==> config.mk <==
export PLATFORM = sky130hd
export DESIGN_NAME = ibex_pmp_csr
export DESIGN_NICKNAME = d
export VERILOG_FILES = /design/src/rtl/ibex_pmp_csr_pkg.sv /design/src/rtl/ibex_pmp_csr_entry.sv /design/src/rtl/ibex_pmp_csr.sv
export SDC_FILE = /design/constraint.sdc
export NUM_CORES = 1
export LEC_CHECK = 0
export CAP_MARGIN = 20
export CORE_MARGIN = 5
export CORE_UTILIZATION = 40
export DETAILED_ROUTE_END_ITERATION = 8
export HOLD_SLACK_MARGIN = 0.06
export PLACE_DENSITY = 0.71
export RECOVER_POWER = 50
export SKIP_CTS_REPAIR_TIMING = 1
export SYNTH_ARGS = -nofsm -noshare
export SYNTH_HDL_FRONTEND = slang
export SYNTH_HIERARCHICAL = 1
export SYNTH_SLANG_ARGS = --single-unit
==> constraint.sdc <==
create_clock -name clk_i -period 2.25 [get_ports clk_i]
set_input_delay 0.3375 -clock clk_i [delete_from_list [all_inputs] [get_ports clk_i]]
set_output_delay 0.3375 -clock clk_i [all_outputs]
set_load 0.01 [all_outputs]
==> src/rtl/ibex_pmp_csr_pkg.sv <==
// Shared PMP CSR definitions: CSR addresses, cfg/mseccfg layouts and helpers.
package ibex_pmp_csr_pkg;

  localparam int unsigned PMP_CFG_W = 8;
  localparam int unsigned PMP_MAX_REGIONS = 16;

  localparam logic [11:0] CSR_PMPCFG0   = 12'h3A0;
  localparam logic [11:0] CSR_PMPCFG1   = 12'h3A1;
  localparam logic [11:0] CSR_PMPCFG2   = 12'h3A2;
  localparam logic [11:0] CSR_PMPCFG3   = 12'h3A3;
  localparam logic [11:0] CSR_PMPADDR0  = 12'h3B0;
  localparam logic [11:0] CSR_PMPADDR1  = 12'h3B1;
  localparam logic [11:0] CSR_PMPADDR2  = 12'h3B2;
  localparam logic [11:0] CSR_PMPADDR3  = 12'h3B3;
  localparam logic [11:0] CSR_PMPADDR4  = 12'h3B4;
  localparam logic [11:0] CSR_PMPADDR5  = 12'h3B5;
  localparam logic [11:0] CSR_PMPADDR6  = 12'h3B6;
  localparam logic [11:0] CSR_PMPADDR7  = 12'h3B7;
  localparam logic [11:0] CSR_PMPADDR8  = 12'h3B8;
  localparam logic [11:0] CSR_PMPADDR9  = 12'h3B9;
  localparam logic [11:0] CSR_PMPADDR10 = 12'h3BA;
  localparam logic [11:0] CSR_PMPADDR11 = 12'h3BB;
  localparam logic [11:0] CSR_PMPADDR12 = 12'h3BC;
  localparam logic [11:0] CSR_PMPADDR13 = 12'h3BD;
  localparam logic [11:0] CSR_PMPADDR14 = 12'h3BE;
  localparam logic [11:0] CSR_PMPADDR15 = 12'h3BF;
  localparam logic [11:0] CSR_MSECCFG   = 12'h747;
  localparam logic [11:0] CSR_MSECCFGH  = 12'h757;

  typedef enum logic [1:0] {
    PMP_MODE_OFF   = 2'b00,
    PMP_MODE_TOR   = 2'b01,
    PMP_MODE_NA4   = 2'b10,
    PMP_MODE_NAPOT = 2'b11
  } pmp_cfg_mode_e;

  typedef struct packed {
    logic          lock;
    pmp_cfg_mode_e mode;
    logic          exec;
    logic          write;
    logic          read;
  } pmp_cfg_t;

  typedef struct packed {
    logic rlb;
    logic mmwp;
    logic mml;
  } pmp_mseccfg_t;

  // Architectural byte layout of one pmpcfg entry: {L, 00, A, X, W, R}.
  function automatic logic [PMP_CFG_W-1:0] pmp_cfg_pack(input pmp_cfg_t cfg);
    return {cfg.lock, 2'b00, cfg.mode, cfg.exec, cfg.write, cfg.read};
  endfunction

endpackage

==> src/rtl/ibex_pmp_csr_entry.sv <==
// One PMP region: cfg and address flops, lock checks and WARL legalisation.
module ibex_pmp_csr_entry
  import ibex_pmp_csr_pkg::*;
#(
  parameter int unsigned PMPGranularity = 0
) (
  input  logic        clk,
  input  logic        rst_n,
  input  logic        cfg_we,
  input  logic [5:0]  cfg_wdata,
  input  logic        addr_we,
  input  logic [31:0] addr_wdata,
  input  logic        next_lock,
  input  logic        next_tor,
  input  logic        mml,
  input  logic        rlb,
  output pmp_cfg_t    cfg,
  output logic [31:0] addr,
  output logic [7:0]  cfg_rdata,
  output logic [31:0] addr_rdata,
  output logic        ignored
);

  // Low address bits that read as 1 in NAPOT and as 0 in OFF/TOR.
  localparam logic [31:0] NapotOnes = (PMPGranularity >= 2) ?
      ((32'd1 << (PMPGranularity - 1)) - 32'd1) : 32'd0;
  localparam logic [31:0] TorZeros = (PMPGranularity >= 1) ?
      ((32'd1 << PMPGranularity) - 32'd1) : 32'd0;

  pmp_cfg_t    cfg_q;
  pmp_cfg_t    cfg_d;
  logic [31:0] addr_q;
  logic        locked;
  logic        mml_block;
  logic        cfg_ok;
  logic        addr_ok;

  // Legalise incoming cfg byte: drop W without R unless MML, drop NA4 when coarser than 4 bytes.
  always_comb begin
    cfg_d.lock  = cfg_wdata[5];
    cfg_d.mode  = pmp_cfg_mode_e'(cfg_wdata[4:3]);
    cfg_d.exec  = cfg_wdata[2];
    cfg_d.write = cfg_wdata[1] & (cfg_wdata[0] | mml);
    cfg_d.read  = cfg_wdata[0];
    if ((PMPGranularity >= 1) && (cfg_d.mode == PMP_MODE_NA4)) begin
      cfg_d.mode = PMP_MODE_OFF;
    end
  end

  // Lock decisions use only stored state, never the data being written.
  always_comb begin
    locked    = cfg_q.lock & ~rlb;
    mml_block = mml & ~rlb & cfg_wdata[5] &
                (cfg_wdata[2] | (~cfg_wdata[0] & cfg_wdata[1]));
    cfg_ok    = cfg_we & ~locked & ~mml_block;
    addr_ok   = addr_we & ~locked & ~(next_lock & ~rlb & next_tor);
    ignored   = (cfg_we & ~cfg_ok) | (addr_we & ~addr_ok);
  end

  // Region state registers.
  always_ff @(posedge clk or negedge rst_n) begin
    if (!rst_n) begin
      cfg_q  <= '0;
      addr_q <= '0;
    end else begin
      if (cfg_ok) begin
        cfg_q <= cfg_d;
      end
      if (addr_ok) begin
        addr_q <= addr_wdata;
      end
    end
  end

  // Granularity-dependent address readback; stored bits are left untouched.
  always_comb begin
    addr_rdata = addr_q;
    if (cfg_q.mode == PMP_MODE_NAPOT) begin
      addr_rdata = addr_q | NapotOnes;
    end else if ((cfg_q.mode == PMP_MODE_OFF) || (cfg_q.mode == PMP_MODE_TOR)) begin
      addr_rdata = addr_q & ~TorZeros;
    end
  end

  assign cfg       = cfg_q;
  assign addr      = addr_q;
  assign cfg_rdata = pmp_cfg_pack(cfg_q);

endmodule

==> src/rtl/ibex_pmp_csr.sv <==
// PMP CSR storage: decodes pmpcfg/pmpaddr/mseccfg writes and feeds the PMP checker.
module ibex_pmp_csr
  import ibex_pmp_csr_pkg::*;
#(
  parameter int unsigned PMPGranularity = 0,
  parameter int unsigned PMPNumRegions  = 4
) (
  input  logic         clk_i,
  input  logic         rst_ni,
  input  logic         csr_we_i,
  input  logic [11:0]  csr_addr_i,
  input  logic [31:0]  csr_wdata_i,
  output logic [31:0]  csr_rdata_o,
  output logic         csr_hit_o,
  output logic         csr_wr_ignored_o,
  output pmp_cfg_t     csr_pmp_cfg_o     [PMPNumRegions],
  output logic [33:0]  csr_pmp_addr_o    [PMPNumRegions],
  output pmp_mseccfg_t csr_pmp_mseccfg_o
);

  pmp_mseccfg_t             mseccfg_q;
  pmp_cfg_t                 cfg_q      [PMPNumRegions];
  logic [31:0]              addr_q     [PMPNumRegions];
  logic [7:0]               cfg_rdata  [PMPNumRegions];
  logic [31:0]              addr_rdata [PMPNumRegions];
  logic [PMPNumRegions-1:0] entry_lock;
  logic [PMPNumRegions-1:0] entry_ignored;
  logic                     mseccfg_we;
  logic                     rlb_writable;
  logic                     rlb_ignored;

  // Address decode: pmpcfg0-3, pmpaddr0-15, mseccfg and mseccfgh.
  always_comb begin
    csr_hit_o = (csr_addr_i[11:2] == CSR_PMPCFG0[11:2]) ||
                (csr_addr_i[11:4] == CSR_PMPADDR0[11:4]) ||
                (csr_addr_i == CSR_MSECCFG) ||
                (csr_addr_i == CSR_MSECCFGH);
  end

  for (genvar g = 0; g < PMPNumRegions; g++) begin : gen_entry
    localparam logic [11:0] CfgAddr  = CSR_PMPCFG0 + 12'(g / 4);
    localparam logic [11:0] AddrAddr = CSR_PMPADDR0 + 12'(g);

    logic next_lock;
    logic next_tor;

    if (g + 1 < PMPNumRegions) begin : gen_next
      assign next_lock = cfg_q[g+1].lock;
      assign next_tor  = (cfg_q[g+1].mode == PMP_MODE_TOR);
    end else begin : gen_last
      assign next_lock = 1'b0;
      assign next_tor  = 1'b0;
    end

    ibex_pmp_csr_entry #(
      .PMPGranularity(PMPGranularity)
    ) u_entry (
      .clk       (clk_i),
      .rst_n     (rst_ni),
      .cfg_we    (csr_we_i && (csr_addr_i == CfgAddr)),
      .cfg_wdata ({csr_wdata_i[8*(g%4)+7], csr_wdata_i[8*(g%4)+:5]}),
      .addr_we   (csr_we_i && (csr_addr_i == AddrAddr)),
      .addr_wdata(csr_wdata_i),
      .next_lock (next_lock),
      .next_tor  (next_tor),
      .mml       (mseccfg_q.mml),
      .rlb       (mseccfg_q.rlb),
      .cfg       (cfg_q[g]),
      .addr      (addr_q[g]),
      .cfg_rdata (cfg_rdata[g]),
      .addr_rdata(addr_rdata[g]),
      .ignored   (entry_ignored[g])
    );

    assign entry_lock[g]     = cfg_q[g].lock;
    assign csr_pmp_cfg_o[g]  = cfg_q[g];
    assign csr_pmp_addr_o[g] = {addr_q[g], 2'b00};
  end

  // RLB may only change while it is already set or no region carries L.
  always_comb begin
    mseccfg_we   = csr_we_i && (csr_addr_i == CSR_MSECCFG);
    rlb_writable = mseccfg_q.rlb | ~(|entry_lock);
    rlb_ignored  = mseccfg_we & ~rlb_writable & (csr_wdata_i[2] != mseccfg_q.rlb);
  end

  // mseccfg register: MML and MMWP only ever get set until the next reset.
  always_ff @(posedge clk_i or negedge rst_ni) begin
    if (!rst_ni) begin
      mseccfg_q <= '0;
    end else if (mseccfg_we) begin
      mseccfg_q.mml  <= mseccfg_q.mml | csr_wdata_i[0];
      mseccfg_q.mmwp <= mseccfg_q.mmwp | csr_wdata_i[1];
      if (rlb_writable) begin
        mseccfg_q.rlb <= csr_wdata_i[2];
      end
    end
  end

  // One-cycle flag after a write that had any field suppressed.
  always_ff @(posedge clk_i or negedge rst_ni) begin
    if (!rst_ni) begin
      csr_wr_ignored_o <= 1'b0;
    end else begin
      csr_wr_ignored_o <= (|entry_ignored) | rlb_ignored;
    end
  end

  // Combinational read mux; unimplemented entries and misses read as zero.
  always_comb begin
    csr_rdata_o = '0;
    if (csr_addr_i == CSR_MSECCFG) begin
      csr_rdata_o = {29'b0, mseccfg_q.rlb, mseccfg_q.mmwp, mseccfg_q.mml};
    end
    for (int i = 0; i < PMPNumRegions; i++) begin
      if (csr_addr_i == (CSR_PMPCFG0 + 12'(i / 4))) begin
        csr_rdata_o[8*(i%4)+:8] = cfg_rdata[i];
      end
      if (csr_addr_i == (CSR_PMPADDR0 + 12'(i))) begin
        csr_rdata_o = addr_rdata[i];
      end
    end
  end

  assign csr_pmp_mseccfg_o = mseccfg_q;

endmodule

==> impl_results.md <==
* Leakage power at roughly 5.7 nW
* Fill count at approximately 2,000
* Register-to-Register Path Depth at 6
* Sequential element share of the synthesized area at a little over two fifths
* Final #Nets at around 1,000
* Die ar. at between 0.02 and 0.03 mm^2
* Io pins at approximately 240
* Core footprint at 0.0226 mm^2
* Crit Path Max Fanout at 5
* Die Width at between 150 and 200 um
* Total CTS buffers at 17
* Worst EP arrival at roughly 2.7 ns
* Hold endpoint: csr_pmp_mseccfg_o[1]$_DFFE_PN0P_
* Final cell count without fillers at between 1,000 and 1,500
* Library cells used by synthesis at 50
* Clk_lat worst skew at around 0.42 ns
* Area growth from synthesis to layout at 30.5%
* Min cycle time layout at between 2 and 2.5 ns
* Worst-path clk slew at approximately 0.060 ns
* Hold WC Path Type: flop to flop
* Met2 Routed Length at 13.5 mm
* PnR worst setup slack at -0.120 ns
* Crit path max-delay family: simple AND/OR/NAND/NOR gates
* Total Wirelength at approximately 28 mm
* Crit. Startpoint: csr_addr_i[0]
* Max-Cap Viols at 0
* Reg2reg start: csr_pmp_mseccfg_o[0]$_DFFE_PN0P_
* Placed cells at about 1,200
* Syn Std Cell Area at ~0.0092 mm^2
* Max Used Layer: met5
* Maximum vdd drop at 0.000451 V
* RSZ-0062 raised after global routing: true
* # H-tree levels at 4
* Final setup violation count at 13
* Reg2reg end: csr_wr_ignored_o$_DFF_PN0_
* Critical Path RT at around 2.6 ns
* Top post-synthesis cells by area: dfrtp_1, mux2_2, buf_4, o21ai_0, mux2_4
* Final Max Slew Viols at 0
* Max Fclk at 422 MHz
* Clk buf depth at 2
* Post-synthesis async set-or-reset flop share at 100%
* CP Class: primary input to flop
* Cell accounting for the most synthesized area: dfrtp_1
* Largest net degree at the start of global routing at 50
* DRT iter0 DRCs at between 300 and 400
* Multi-input combinational cell area at between 0.003 and 0.004 mm^2
* Cell Pwr Density at around 520 mW/mm^2
* List of most frequent post-synthesis cells: buf_4, dfrtp_1, mux2_2
* GPL Wtd Cong at 0.835
* Slew Limit Headroom at 37.1%
* Met1 wire length at between 10 and 15 mm
* First drt pass iteration count at 5
* Critical-path top delay cell: or4_4
* Syn_area_per_cell at around 11 um^2
* Root buffer cell: clkbuf_16
* Met3 wire length at 2.11 mm
* Synth warn at 6
* PortBufs at 235
* Critical Path Sink Type: flop
* Global Route Usage Sum at 20.7%
* Buf/Inv on CP at 2
* DRC errors left at 0
* Clock skew at ~0.009 ns
* CP max stage delay at around 0.55 ns
* Vias at 6,716
* CTS tree: built
* Share of layout cells above drive strength 1 at about a third
* Clock sink total at 156
* Via density per instance at 5.19
* Outcome: finished, violations left
* Final period util at 105%
* First-pass GRT wire length at around 42 mm
* Count of state elements after synthesis at ~160
* Post-detail-place hpwl at approximately 19 mm
* Register area at slightly below 0.004 mm^2
* Vias in the first global route at about 6,900
* Post-DR wirelength/cell at approximately 22 um
* Post-synth EDFFs at 0
* Top-area cell type share of the netlist area at 42.3%
* Slew @ Worst Pin at ~0.94 ns
* Worst setup SP type: primary input
* ANT nets after route at 0
* Final hold violation count at 0
* Starting Density at 40.7%
* Ys flop type: dfrtp_1
* Crit path cell chain: buf_8 > or4_4 > or2_4 > nor2_4 > buf_12 > o221ai_4 > a22o_2 > or4_1 > a41o_1
* Reg2reg setup slack at 0.13 ns
* Total grt overflow at 0
* Num rows at 55
* Design Power at just over 6 mW
* WHS Path Cells at 1
* Diodes inserted at 0
* Hold path start: csr_pmp_mseccfg_o[1]$_DFFE_PN0P_
* TNS Setup at -0.421 ns
* Initial antenna violation count at 1
* Violated checks: negative setup slack
* Gate Count Post-Synth at about 850
* Vert. Die Dim at 162 um
* Most common cell in the synthesized netlist: buf_4
## cells in the final DEF, fill, tap and decap left out, drive strengths merged, types with 7 or more instances in the layout
| cell type | n |
|---|---|
| mux2 | 146 |
| o32ai | 8 |
| nand2b | 24 |
| nor2b | 12 |
| nor2 | 22 |
| conb | 18 |
| a22o | 7 |
| clkbuf | 39 |
| a22oi | 25 |
| nor3 | 26 |
| nand2 | 36 |
| dlymetal6s2s | 13 |
| o21ai | 58 |
| dfrtp | 156 |
| mux2i | 9 |
| a21oi | 35 |
| buf | 108 |
| inv | 23 |
| clkdlybuf4s50 | 190 |
## worst reg2reg max path: stages, from the launching register on
cell and delay (ns):
dfrtp_1 0.55, nor2b_2 0.25, o21ai_2 0.09, o221ai_4 0.13
a22o_2 0.26, or4_1 0.52, a41o_1 0.21
## registers in the layout, indices dropped and copies added (netlist names)
| name | cells |
|---|---|
| csr_wr_ignored_o | 1 |
| gen_entry.u_entry/addr | 128 |
| gen_entry.u_entry/cfg | 24 |
| csr_pmp_mseccfg_o | 3 |
## where the power goes
| group | total (mW) | switching [mW] | leakage (nW) | internal [mW] |
|---|---|---|---|---|
| registers | 2.83 | 0.0102 | 2.16 | 2.82 |
| logic | 0.476 | 0.269 | 3.23 | 0.208 |
| clock network | 2.93 | 1.23 | 0.276 | 1.70 |
## how the worst max path moves through the flow
stage | endpoint | depth (start not counted)
after detailed placement | csr_wr_ignored_o$_DFF_PN0_ | 9
after floorplan | csr_wr_ignored_o$_DFF_PN0_ | 9
after CTS | csr_rdata_o[1] | 7
after global routing | csr_wr_ignored_o$_DFF_PN0_ | 9
after global placement | csr_wr_ignored_o$_DFF_PN0_ | 9
final | csr_wr_ignored_o$_DFF_PN0_ | 9
## logic make-up (layout without fill, tap and decap cells)
family | Yosys count | after routing | synth area share, %
AOI/OAI and AO/OA | 154 | 154 | 11.9
DFF | 156 | 156 | 42.3
buffers and inverters | 232 | 382 | 17.3
and+or+nand+nor | 144 | 144 | 8.78
other | 5 | 18 | 0.204
muxes | 155 | 155 | 19.5
## stage by stage
step	area (um^2)	setup slack [ns]	hold slack, ns	util (%)
floorplan	9300	-0.669	0.0419	-
global route	12000	-0.152	0.537	53.2
detailed placement	11200	-1.03	0.268	49.4
CTS	11800	-0.948	-0.199	52.0
finish	12000	-0.120	0.510	53.2
global placement	11200	-0.933	0.266	49.4
## metal layers
layer  vias up  track usage [%]
met1      3353             27.5
met3        23             6.57
met2       243             33.3
met4         2             5.00
li1       3095                -
met5         -                0
## layout make-up
class,count,share of cell area [%]
Sequential cell,156,32.4
Clock inverter,11,1.11
Tap cell,285,2.96
Clock buffer,20,3.79
Inverter,20,0.624
Timing Repair Buffer,331,26.1
Multi-Input combinational cell,471,33.0
Note: power is estimated with default switching activity, not from simulation.
